### config.mk
export PLATFORM = sky130hd
export DESIGN_NAME = pipelined_addsub
export DESIGN_NICKNAME = d
export VERILOG_FILES = /design/src/rtl/riscv_arith_pkg.sv /design/src/rtl/csel_segment.sv /design/src/rtl/pipelined_addsub.sv
export SDC_FILE = /design/constraint.sdc
export NUM_CORES = 1
export LEC_CHECK = 0
export BUFFER_PORTS_ARGS = -buffer_cell sky130_fd_sc_hd__buf_2
export CORE_MARGIN = 4
export CORE_UTILIZATION = 56
export DETAILED_ROUTE_END_ITERATION = 7
export HOLD_SLACK_MARGIN = 0.02
export PLACE_DENSITY = 0.81
export SYNTH_ARGS = -nofsm -noshare
export SYNTH_HDL_FRONTEND = slang
export SYNTH_SLANG_ARGS = --single-unit
### constraint.sdc
create_clock -name clk -period 4.3 [get_ports clk]
set_clock_uncertainty 0.05 [all_clocks]
set_input_delay 0.215 -clock clk [delete_from_list [all_inputs] [get_ports clk]]
set_output_delay 0.215 -clock clk [all_outputs]
set_load 0.01 [all_outputs]
### src/rtl/riscv_arith_pkg.sv
// Shared arithmetic definitions for the ALU, branch unit and pipelined adder.
package riscv_arith_pkg;

    localparam int DEF_WIDTH  = 32;
    localparam int DEF_STAGES = 2;
    localparam int DEF_BLOCK  = 4;

    // Result flags shared by the ALU, branch compare and writeback paths.
    typedef struct packed {
        logic co;    // raw carry out of the MSB
        logic ovf;   // signed overflow
        logic zero;  // result is all zeros
        logic neg;   // result MSB
    } arith_flags_t;

endpackage

### src/rtl/csel_segment.sv
// Combinational carry-select adder over one SEG_W-bit pipeline segment.
// The lowest BLOCK slice ripples; each higher slice precomputes both carry
// cases and picks one with the carry arriving from the slice below.
module csel_segment #(
    parameter int SEG_W = 16,
    parameter int BLOCK = 4
) (
    input  logic [SEG_W-1:0] a,
    input  logic [SEG_W-1:0] b,
    input  logic             cin,
    output logic [SEG_W-1:0] s,
    output logic             cout,
    output logic             c_msb_in
);

    localparam int NB = SEG_W / BLOCK;

    logic             cy;
    logic [BLOCK:0]   r0;
    logic [BLOCK:0]   r1;

    // Ripple slice 0, then carry-select the remaining slices in order.
    always_comb begin
        s  = '0;
        cy = cin;
        r0 = '0;
        r1 = '0;
        for (int i = 0; i < BLOCK; i++) begin
            s[i] = a[i] ^ b[i] ^ cy;
            cy   = (a[i] & b[i]) | (cy & (a[i] ^ b[i]));
        end
        for (int j = 1; j < NB; j++) begin
            r0 = {1'b0, a[j*BLOCK +: BLOCK]} + {1'b0, b[j*BLOCK +: BLOCK]};
            r1 = {1'b0, a[j*BLOCK +: BLOCK]} + {1'b0, b[j*BLOCK +: BLOCK]}
                 + {{BLOCK{1'b0}}, 1'b1};
            s[j*BLOCK +: BLOCK] = cy ? r1[BLOCK-1:0] : r0[BLOCK-1:0];
            cy = cy ? r1[BLOCK] : r0[BLOCK];
        end
        cout = cy;
    end

    // Carry into the MSB recovered from the MSB sum bit; used for overflow.
    assign c_msb_in = a[SEG_W-1] ^ b[SEG_W-1] ^ s[SEG_W-1];

endmodule

### src/rtl/pipelined_addsub.sv
// Pipelined carry-select adder/subtractor with valid/ready handshake.
// Stage k adds bits [(k+1)*SEG_W-1 : k*SEG_W]; operand bits not yet used
// ride forward in skew registers, finished sum bits in de-skew registers.
// The whole pipe moves as one: it advances when the output slot is free or
// being consumed, and freezes completely otherwise.
module pipelined_addsub
    import riscv_arith_pkg::*;
#(
    parameter int WIDTH  = DEF_WIDTH,
    parameter int STAGES = DEF_STAGES,
    parameter int BLOCK  = DEF_BLOCK
) (
    input  logic             clk,
    input  logic             rst_n,
    input  logic             flush,
    input  logic             in_valid,
    output logic             in_ready,
    input  logic [WIDTH-1:0] a,
    input  logic [WIDTH-1:0] b,
    input  logic             ci,
    input  logic             sub,
    output logic             out_valid,
    input  logic             out_ready,
    output logic [WIDTH-1:0] s,
    output logic             co,
    output logic             ovf,
    output logic             zero,
    output logic             neg
);

    localparam int SEG_W = WIDTH / STAGES;

    if (WIDTH % (STAGES * BLOCK) != 0) begin : g_param_chk
        $fatal(1, "pipelined_addsub: WIDTH=%0d is not a multiple of STAGES*BLOCK=%0d",
               WIDTH, STAGES * BLOCK);
    end

    logic              adv;
    logic              acc;
    logic [STAGES:1]   vld_pipe;

    logic [WIDTH-1:0]  fin_s;
    logic              fin_c;
    logic              fin_cmsb;

    logic [WIDTH-1:0]  s_q;
    arith_flags_t      flg_d;
    arith_flags_t      flg_q;

    assign adv       = !out_valid || out_ready;
    assign in_ready  = adv && !flush;
    assign acc       = in_valid && in_ready;
    assign out_valid = vld_pipe[STAGES];

    // Valid shift register; flush empties it regardless of backpressure.
    always_ff @(posedge clk or negedge rst_n) begin
        if (!rst_n) begin
            vld_pipe <= '0;
        end else if (flush) begin
            vld_pipe <= '0;
        end else if (adv) begin
            for (int k = STAGES; k > 1; k--) vld_pipe[k] <= vld_pipe[k-1];
            vld_pipe[1] <= acc;
        end
    end

    for (genvar k = 0; k < STAGES; k++) begin : g_stg
        localparam int LO = k * SEG_W;

        logic [WIDTH-1:LO]        opa;   // operand bits from LO upward
        logic [WIDTH-1:LO]        opb;   // already conditionally inverted
        logic                     cin;
        logic [SEG_W-1:0]         seg_s;
        logic                     seg_c;
        logic                     cmsb;
        logic [LO+SEG_W-1:0]      sum;   // every sum bit known after this stage

        if (k == 0) begin : g_in
            assign opa = a;
            assign opb = b ^ {WIDTH{sub}};
            assign cin = ci;
            assign sum = seg_s;
        end else begin : g_reg
            logic [WIDTH-1:LO] opa_q;
            logic [WIDTH-1:LO] opb_q;
            logic              cin_q;
            logic [LO-1:0]     lo_q;

            // Skew (operands), carry and de-skew (low sums) registers.
            always_ff @(posedge clk or negedge rst_n) begin
                if (!rst_n) begin
                    opa_q <= '0;
                    opb_q <= '0;
                    cin_q <= 1'b0;
                    lo_q  <= '0;
                end else if (adv) begin
                    opa_q <= g_stg[k-1].opa[WIDTH-1:LO];
                    opb_q <= g_stg[k-1].opb[WIDTH-1:LO];
                    cin_q <= g_stg[k-1].seg_c;
                    lo_q  <= g_stg[k-1].sum;
                end
            end

            assign opa = opa_q;
            assign opb = opb_q;
            assign cin = cin_q;
            assign sum = {seg_s, lo_q};
        end

        csel_segment #(
            .SEG_W (SEG_W),
            .BLOCK (BLOCK)
        ) u_seg (
            .a        (opa[LO +: SEG_W]),
            .b        (opb[LO +: SEG_W]),
            .cin      (cin),
            .s        (seg_s),
            .cout     (seg_c),
            .c_msb_in (cmsb)
        );

        if (k == STAGES - 1) begin : g_last
            assign fin_s    = sum;
            assign fin_c    = seg_c;
            assign fin_cmsb = cmsb;
        end else begin : g_mid
            logic cmsb_unused;
            assign cmsb_unused = cmsb;
        end
    end

    // Flags from the complete sum of the last stage.
    always_comb begin
        flg_d      = '0;
        flg_d.co   = fin_c;
        flg_d.ovf  = fin_c ^ fin_cmsb;
        flg_d.zero = (fin_s == '0);
        flg_d.neg  = fin_s[WIDTH-1];
    end

    // Output rank; frozen while the consumer stalls.
    always_ff @(posedge clk or negedge rst_n) begin
        if (!rst_n) begin
            s_q   <= '0;
            flg_q <= '0;
        end else if (adv) begin
            s_q   <= fin_s;
            flg_q <= flg_d;
        end
    end

    assign s    = s_q;
    assign co   = flg_q.co;
    assign ovf  = flg_q.ovf;
    assign zero = flg_q.zero;
    assign neg  = flg_q.neg;

endmodule

==> summary.md, run 1 <==
| Metric | Value |
|---|---|
| Unrepaired setup endpoints after global routing | false |
| Max Cap Violations | 0 |
| Iter 0 DRT Violations | 175 |
| Register Area | 2150 sq um |
| Worst path slowest cell | fa_1 |
| Sw Pwr | 1.01 mW |
| WL per Instance | 13.9 microns |
| Crit-path max cell delay | 450 ps |
| Avg Vias per Cell | 5.28 |
| Most frequent cell after synthesis | nand2_1 |
| Die Wd | roughly 100 microns |
| Synth area leader | dfrtp_1 |
| Number of synthesized register bits | 86 |
| Number of flops mapped to enable cells by yosys | 0 |
| FFs w/ async S/R, synth | 1.00 |
| Grt total ovfl | 0 |
| Worst setup SP type | register |
| Met2 Use GR | 0.383 |
| Clock slew seen by the registers of the worst setup and hold paths | 90 ps |
| Maximum fanout along the worst path | 7 |
| M3 GR Usage | 0.0476 |
| First-pass detailed-route iteration total | 5 |
| First-pass GRT wire length | 19500 microns |
| List of most frequent post-synthesis cells | nand2_1 (148), dfrtp_1 (86), xnor2_1 (38), o21ai_0 (37), inv_1 (36) |
| Hpwl dp | 8320 microns |
| Clock Power Share | 0.191 |
| Pre-CTS WS | 436 ps |
| Fin cells | just over 800 |
| Internal power | 1.68 mW |
| Clock period minus worst slack | 3910 ps |
| Post-synthesis compound-gate area fraction | 0.115 |
| Comb pwr share | 0.376 |
| Layout fillers | 722 |
| H-tree Lvls | 3 |
| Pleak | 3.04 nW |
| Final Cycle Share | 0.909 |
| Post-synth top area share | 0.411 |
| Synth unique cells | 50 |
| Max-slew violation count | 0 |
| Largest net degree at the start of global routing | slightly below 90 |
| Die height | 105 microns |
| Reg power frac | 0.433 |
| Placed cell count | 777 |
| Adder-Cell Fraction of Synth Area | 0.125 |
| Fmax | around 0.26 GHz |
| Antenna Nets Post-Route | 0 |
| Cell mode on critical path | fa_1 |
| Yosys warns | 0 |
| Post-Synth XOR/XNOR Area | 0.114 |
| Number of global-route vias before repair | 4347 |
| Post-route worst setup slack | a little under 400 ps |
| Share of cells above drive strength 1 | 0.204 |
| Ranking of synthesized cells by area | dfrtp_1 (41%), nand2_1 (11%), ha_1 (7.2%) |
| Gr usage total | 0.215 |
| Clock sink count | 86 |
| Total length of routed wires | 11200 microns |
| Initial core utilization | 0.572 |
| Root buf cell | clkbuf_8 |
| Net Sw Frac | 0.374 |
| Initial antenna violation count | 0 |
| Post-Syn Area | 5230 sq um |
| Post-CTS Setup Repair Bufs | 0 |
| Worst Max-Slew Pin Slew | approximately 1100 ps |
| Most used DFF post-synth | dfrtp_1 |
| Antenna cells | 0 |
| Worst-Skew Late Latency | around 360 ps |
| M1 GR Usage | 0.267 |
| WHS | -23.0 ps |
| Combined area of the multi-input logic cells | 2860 sq um |
| Mapped Cells | 578 |
| Syn nets | 693 |
| Crit-path cells | fa_1, fa_1, inv_1, fa_1, inv_1, fa_1, and3_1, and4b_4, or2_4, o21a_4, o211ai_2, a2bb2oi_2, xor2_1, mux2_4 |
| Via count | 4268 |
| Worst min path class | in2async |
| Main combinational cell family by area after synthesis | simple AND/OR/NAND/NOR gates |
| Post-synthesis sequential area ratio | 0.411 |
| CP bufs+invs | 2 |
| Setup Viol. Count Final | 0 |
| Max Root-Sink Buffers | 2 |
| CP top delay family | adder cells |
| Pwr/cell area | 434 nW/um^2 |
| Slew margin rel. | 0.287 |
| Total CTS buffers | 9 |
| DRC Markers | 0 |
| Mean Syn Cell Area | just over 9 sq um |
| Layout Utilization | 0.676 |
| Final #Nets | 807 |
| Post-Synth Simple-Gate Area | 0.184 |
| Worst Path Required | 4500 ps |
| Area Overhead vs Synth | 18.2% |
| CTS tree | built |
| Num rows | 35 |
| IO Pins | approximately 110 |
| PostCTS Resize Cnt | 0 |
| CP arrival | 4110 ps |
| Port Buf Inserts | 108 |
| Setup TNS | 0 ps |
| Peak supply drop | 0.000194 V |
| Crit Path Class | reg2reg |
| Routability cong. | 0.847 |
| Status | finished, violations left |
| CP Capture Type | register |
| Placeable Area | 9150 sq um |
| Failing checks | hold timing |
| Die ar. | 11000 sq um |
| Multiplexer share of the synthesized area | 0.00670 |
| GRT busiest layer | met2 |
| Fin. Hold Viols | 14 |
-- power by group through the flow --
| stage | clock, mW | sequential [mW] | combinational [mW] |
|---|---|---|---|
| 2_1_floorplan | 0 | 1.21 | 0.617 |
| 3_3_place_gp | 0 | 1.17 | 0.963 |
| 3_5_place_dp | 0 | 1.18 | 1.00 |
| 5_1_grt | 0.557 | 1.19 | 1.14 |
| 6_report | 0.512 | 1.16 | 1.01 |
| 4_1_cts | 0.526 | 1.16 | 1.02 |
-- registers in the layout, summed over array words and instances, names as in the netlist --
| name | count |
|---|---|
| s | 32 |
| g_stg.g_reg.opa_q | 16 |
| g_stg.g_reg.opb_q | 16 |
| zero | 1 |
| ovf | 1 |
| g_stg.g_reg.lo_q | 16 |
| g_stg.cin | 1 |
| vld_pipe | 2 |
| co | 1 |
-- per-stage QoR --
stage          cell area, sq um  total power, mW
3_5_place_dp               5860             2.18
6_report                   6180             2.69
4_1_cts                    6180             2.71
3_3_place_gp               5860             2.13
2_1_floorplan              5230             1.82
5_1_grt                    6180             2.89
-- per-layer routing --
metal  wire (microns)  vias to the layer above
li1                 -                     2111
met1             4690                     2052
met2             5890                       94
met3              511                       11
met4              150                        0
met5                0                        -
-- layout by cell type (no fill, tap or decap), types with 9 or more instances in the layout --
master         instances
xor2_1                28
nand2_1              148
dfrtp_1               86
xnor2_1               38
inv_1                 36
o21ai_0               37
a21oi_1               26
fa_1                  14
buf_2                107
dlygate4sd3_1         15
clkbuf_8               9
ha_1                  30
nor2_1                35
-- area by class of cell --
class | count | share of cell area
Sequential cell | 86 | 0.348
Inverter | 36 | 0.0219
Tap cell | 111 | 0.0225
Clock buffer | 10 | 0.0206
Clock inverter | 6 | 0.00749
Multi-Input combinational cell | 432 | 0.463
Timing Repair Buffer | 127 | 0.117
-- kinds of logic after synthesis --
group | Yosys count
buffers and inverters | 60
flip-flops | 86
adder cells (fa/ha/maj) | 44
XOR/XNOR | 67
AO/OA/AOI/OAI | 91
multiplexers | 3
AND/OR/NAND/NOR | 227
-- what timing repair did --
| item | in CTS | in global routing |
|---|---|---|
| setup endpoints to repair | 0 | 0 |
| hold buffers | 15 | 0 |
| endpoints found under the hold margin | 16 | 0 |
-- final timing paths --
check                                         start                              endpoint  slack, ps  cells after the start
setup / recovery           g_stg[1].cin$_DFFE_PN0N_                       ovf$_DFFE_PN0N_        390                     14
hold / removal                                rst_n  g_stg[1].g_reg.opa_q[25]$_DFFE_PN0N_        -20                      1
setup reg to reg           g_stg[1].cin$_DFFE_PN0N_                       ovf$_DFFE_PN0N_        390                     14
hold reg to reg                   s[16]$_DFFE_PN0N_                     s[16]$_DFFE_PN0N_        420                      2
max in group asynchronous                     rst_n  g_stg[1].g_reg.opa_q[24]$_DFFE_PN0N_       3510                      1
min in group clk                              a[29]  g_stg[1].g_reg.opa_q[29]$_DFFE_PN0N_         30                      3
No activity file was read; power rests on OpenSTA's default activity.
==> inputs of run 2 (changes only) <==
--- a/config.mk
+++ b/config.mk
@@ -5,7 +5,7 @@
 export SDC_FILE = /design/constraint.sdc
 export NUM_CORES = 1
 export LEC_CHECK = 0
-export BUFFER_PORTS_ARGS = -buffer_cell sky130_fd_sc_hd__buf_2
+export BUFFER_PORTS_ARGS = -buffer_cell sky130_fd_sc_hd__clkbuf_2
 export CORE_MARGIN = 4
 export CORE_UTILIZATION = 56
 export DETAILED_ROUTE_END_ITERATION = 7
==> summary.md, run 2 (synthesis results as in run 1) <==
| Metric | Value |
|---|---|
| Placeable Area | 9150 sq um |
| Total length of routed wires | 11500 microns |
| Worst setup SP type | register |
| Largest net degree at the start of global routing | 87 |
| Number of global-route vias before repair | ~4400 |
| DRC Markers | 0 |
| Critical path origin | g_stg[1].cin$_DFFE_PN0N_ |
| WHS | -11.7 ps |
| Root buf cell | clkbuf_8 |
| First-pass detailed-route iteration total | 5 |
| H-tree Lvls | 3 |
| Total CTS buffers | 9 |
| Die Wd | 105 microns |
| Post-DP Area | 5870 sq um |
| Worst-Skew Late Latency | around 360 ps |
| Peak supply drop | between 0.0002 and 0.00025 V |
| Die height | about 100 microns |
| Routability cong. | between 0.8 and 0.9 |
| Max-slew violation count | 0 |
| Slew margin rel. | 0.284 |
| Gr usage total | 0.218 |
| Fmax | between 0.2 and 0.3 GHz |
| Worst min path class | in2async |
| Maximum fanout along the worst path | 7 |
| PostCTS Resize Cnt | 0 |
| Avg Vias per Cell | between 5 and 6 |
| Crit Path Class | reg2reg |
| Final Instance Area | 6190 sq um |
| Num rows | 35 |
| Antenna cells | 0 |
| Hold buffers post-CTS | 13 |
| Area Overhead vs Synth | 18.3% |
| Clock period minus worst slack | 3940 ps |
| Via count | 4268 |
| Status | finished, violations left |
| Max Root-Sink Buffers | 2 |
| Grt total ovfl | 0 |
| Leading cell type in the layout, fill and taps excluded | nand2_1 |
| Pre-CTS WS | 426 ps |
| Post-route worst setup slack | 357 ps |
| Tot Pwr | 2.75 mW |
| Port Buf Inserts | 108 |
| Initial antenna violation count | 0 |
| CP Capture Type | register |
| Clock slew seen by the registers of the worst setup and hold paths | ~100 ps |
| IO Pins | 109 |
| Antenna Nets Post-Route | 0 |
| First-pass GRT wire length | 19700 microns |
| CTS tree | built |
| Most frequent cells in the layout | nand2_1 (148), clkbuf_2 (107), dfrtp_1 (86) |
| Fin. Hold Viols | 8 |
| Reg2reg start | g_stg[1].cin$_DFFE_PN0N_ |
| WL per Instance | 14.2 microns |
| Hpwl dp | 8640 microns |
| Pleak | 3.06 nW |
| Setup Viol. Count Final | 0 |
| Unrepaired setup endpoints after global routing | false |
| Die ar. | 11000 sq um |
| Initial core utilization | 0.572 |
| Pwr/cell area | between 400 and 500 nW/um^2 |
| Iter 0 DRT Violations | 210 |
| Max Cap Violations | 0 |
| Final #Nets | between 800 and 900 |
| Final Cycle Share | 0.917 |
| Failing checks | hold timing |
| Share of cells above drive strength 1 | 0.206 |
| Setup TNS | 0 ps |
| CP arrival | approximately 4100 ps |
| Post-CTS Setup Repair Bufs | 0 |
| Worst Max-Slew Pin Slew | 1070 ps |
| Max reg flops | 32 |
| Clock sink count | 86 |
| Worst Path Required | 4490 ps |
-- run 2: routing by layer --
metal	vias up	GRT usage	share of wire
met5	-	0	0
met4	0	0.0694	0.018
met3	20	0.0290	0.036
met2	95	0.399	0.52
met1	2041	0.265	0.42
li1	2112	-	-
-- run 2: worst max-delay path: stages (launching register included) --
cell and delay (ps):
dfrtp_1 410, fa_1 440, fa_1 370, inv_1 80, fa_1 150, inv_1 50, fa_1 450, and3_1 200
and4b_4 200, or2_4 260, o21a_4 260, o211ai_2 320, a2bb2oi_2 220, xor2_1 80, mux2_4 250
-- run 2: layout make-up --
cell class / count / area, sq um
clock buffers: 9 / 124
well taps: 111 / 139
fillers: 746 / 2960
inverters: 36 / 135
multi-input cells: 432 / 2860
repair buffers: 126 / 711
clock inverters: 6 / 70.1
flip-flops and latches: 86 / 2150
-- run 2: report_power, final --
part	leakage (nW)	internal [mW]	switching (mW)	total (mW)
sequential	1.01	1.02	0.149	1.17
clock	0.0883	0.269	0.300	0.570
combinational	1.96	0.445	0.568	1.01
total	3.06	1.73	1.02	2.75
-- run 2: through the flow --
stage,instances,utilization
after floorplan,578,-
after global placement,778,0.641
after detailed placement,778,0.641
after CTS,806,0.676
after global routing,806,0.676
final,806,0.676
-- run 2: path summary, 6_finish.rpt --
check,to,slack (ps),cells after the start
max,ovf$_DFFE_PN0N_,360,14
min,g_stg[1].g_reg.opb_q[20]$_DFFE_PN0N_,-10,1
max reg2reg,ovf$_DFFE_PN0N_,360,14
min reg2reg,s[14]$_DFFE_PN0N_,430,2
max in group asynchronous,g_stg[1].g_reg.opa_q[16]$_DFFE_PN0N_,3510,1
min in group clk,g_stg[1].g_reg.opa_q[29]$_DFFE_PN0N_,40,3
==> inputs of run 3 (changes only) <==
--- a/config.mk
+++ b/config.mk
@@ -11,6 +11,7 @@
 export DETAILED_ROUTE_END_ITERATION = 7
 export HOLD_SLACK_MARGIN = 0.02
 export PLACE_DENSITY = 0.81
+export REMOVE_ABC_BUFFERS = 1
 export SYNTH_ARGS = -nofsm -noshare
 export SYNTH_HDL_FRONTEND = slang
 export SYNTH_SLANG_ARGS = --single-unit
==> summary.md, run 3 (synthesis results as in run 1) <==
| Metric | Value |
|---|---|
| Status | finished, violations left |
| Failing checks | hold timing |
| Die height | ~100 microns |
| Placeable Area | 9150 sq um |
| H-tree Lvls | 3 |
| CTS tree | built |
| Routability cong. | just over 0.8 |
| Pleak | 3.07 nW |
| Post-route worst setup slack | about 350 ps |
| Final #Nets | a little over 800 |
| Max Cap Violations | 0 |
| Fmax | 0.253 GHz |
| Clock slew seen by the registers of the worst setup and hold paths | about 100 ps |
| Worst reg2reg setup slack | about 350 ps |
| Clock sink count | 86 |
| Setup Viol. Count Final | 0 |
| Die Wd | 105 microns |
| Root buf cell | clkbuf_8 |
| Peak supply drop | 0.000247 V |
| Unrepaired setup endpoints after global routing | false |
| Pwr/cell area | 435 nW/um^2 |
| WL per Instance | 13.9 microns |
| Total length of routed wires | 11200 microns |
| Antenna Nets Post-Route | 0 |
| Number of global-route vias before repair | 4348 |
| Initial antenna violation count | 0 |
| Final Cycle Share | 0.918 |
| First-pass detailed-route iteration total | 4 |
| Share of cells above drive strength 1 | 0.203 |
| Worst-Skew Late Latency | 360 ps |
| Die ar. | 11000 sq um |
| Most frequent cells in the layout | nand2_1 (148), clkbuf_2 (107), dfrtp_1 (86) |
| Gr usage total | 0.215 |
| Hold buffers post-CTS | 16 |
| IO Pins | between 100 and 150 |
| Leading cell type in the layout, fill and taps excluded | nand2_1 |
| Hpwl dp | 8340 microns |
| Pre-CTS WS | roughly 400 ps |
| Via count | ~4300 |
| Worst min path class | in2async |
| PostCTS Resize Cnt | 0 |
| First-pass GRT wire length | 19500 microns |
| Post-DP Area | just under 6000 sq um |
| Critical path origin | g_stg[1].cin$_DFFE_PN0N_ |
| CP arrival | 4140 ps |
| Post-CTS Setup Repair Bufs | 0 |
| Fin. Hold Viols | 12 |
| Final Instance Area | approximately 6200 sq um |
| Max-slew violation count | 0 |
| Total CTS buffers | 9 |
| Reg2reg start | g_stg[1].cin$_DFFE_PN0N_ |
| Worst setup SP type | register |
| Layout fillers | 734 |
| Port Buf Inserts | 108 |
| Avg Vias per Cell | 5.29 |
| DRC Markers | 0 |
| Largest net degree at the start of global routing | 87 |
| Slew margin rel. | 0.293 |
| Iter 0 DRT Violations | 179 |
| Maximum fanout along the worst path | 7 |
| CP Capture Type | register |
| Max reg flops | 32 |
| Clock period minus worst slack | around 4000 ps |
| Num rows | 35 |
| Register Area | 2150 sq um |
| Initial core utilization | 0.572 |
| Worst Max-Slew Pin Slew | roughly 1100 ps |
| Max Root-Sink Buffers | 2 |
| Antenna cells | 0 |
| Combined area of the multi-input logic cells | 2860 sq um |
| Area Overhead vs Synth | 18.8% |
| Setup TNS | 0 ps |
| Crit Path Class | reg2reg |
| Grt total ovfl | 0 |
| Worst Path Required | 4490 ps |
| WHS | -15.1 ps |
==> run 3: cell types whose count changed in the layout (fill, tap and decap cells not counted), sizes merged <==
cell,delta
inv,+1
bufinv,-1
clkinv,+2
clkinvlp,-2
clkbuf,+1
dlygate4sd3,+3
buf,-1
==> run 3: power breakdown <==
group	total [mW]	switching (mW)	internal (mW)
logic	1.00	0.560	0.445
registers	1.17	0.149	1.02
clock network	0.531	0.311	0.220
total	2.70	1.02	1.68
==> run 3: cell type report <==
| class | count | share of cell area |
|---|---|---|
| clock buffers | 10 | 0.0205 |
| clock inverters | 6 | 0.00866 |
| inverters | 36 | 0.0217 |
| multi-input cells | 432 | 0.460 |
| flip-flops and latches | 86 | 0.346 |
| well taps | 111 | 0.0224 |
| repair buffers | 128 | 0.120 |
==> run 3: per-layer routing <==
| layer | up-vias | routed length [microns] | share of wire | global-route usage |
|---|---|---|---|---|
| met1 | 2032 | 4730 | 0.42 | 0.272 |
| met3 | 15 | 555 | 0.049 | 0.0296 |
| met4 | 0 | 170 | 0.015 | 0.0684 |
| met2 | 112 | 5760 | 0.51 | 0.383 |
| li1 | 2119 | - | - | - |
| met5 | - | 0 | 0 | 0 |
==> run 3: metrics by stage <==
step | instances | total power [mW] | utilization
5_1_grt | 809 | 2.91 | 0.679
6_report | 809 | 2.70 | 0.679
3_5_place_dp | 777 | 2.18 | 0.642
2_1_floorplan | 554 | 1.81 | -
4_1_cts | 809 | 2.72 | 0.679
3_3_place_gp | 777 | 2.13 | 0.642
==> run 3: path summary, 6_finish.rpt <==
path / end / cells past startpoint
max: ovf$_DFFE_PN0N_ / 14
min: g_stg[1].g_reg.opb_q[21]$_DFFE_PN0N_ / 1
max reg2reg: ovf$_DFFE_PN0N_ / 14
min reg2reg: s[7]$_DFFE_PN0N_ / 2
max in group asynchronous: g_stg[1].g_reg.lo_q[14]$_DFFE_PN0N_ / 1
min in group clk: g_stg[1].g_reg.opa_q[29]$_DFFE_PN0N_ / 3
==> run 3: critical path, cell delays in order (launching register included) <==
cell and delay [ps]:
dfrtp_1 410, fa_1 450, fa_1 370, inv_1 80, fa_1 160, inv_1 50, fa_1 450, and3_1 200
and4b_4 210, or2_4 260, o21a_4 260, o211ai_2 320, a2bb2oi_2 210, xor2_1 100, mux2_4 260
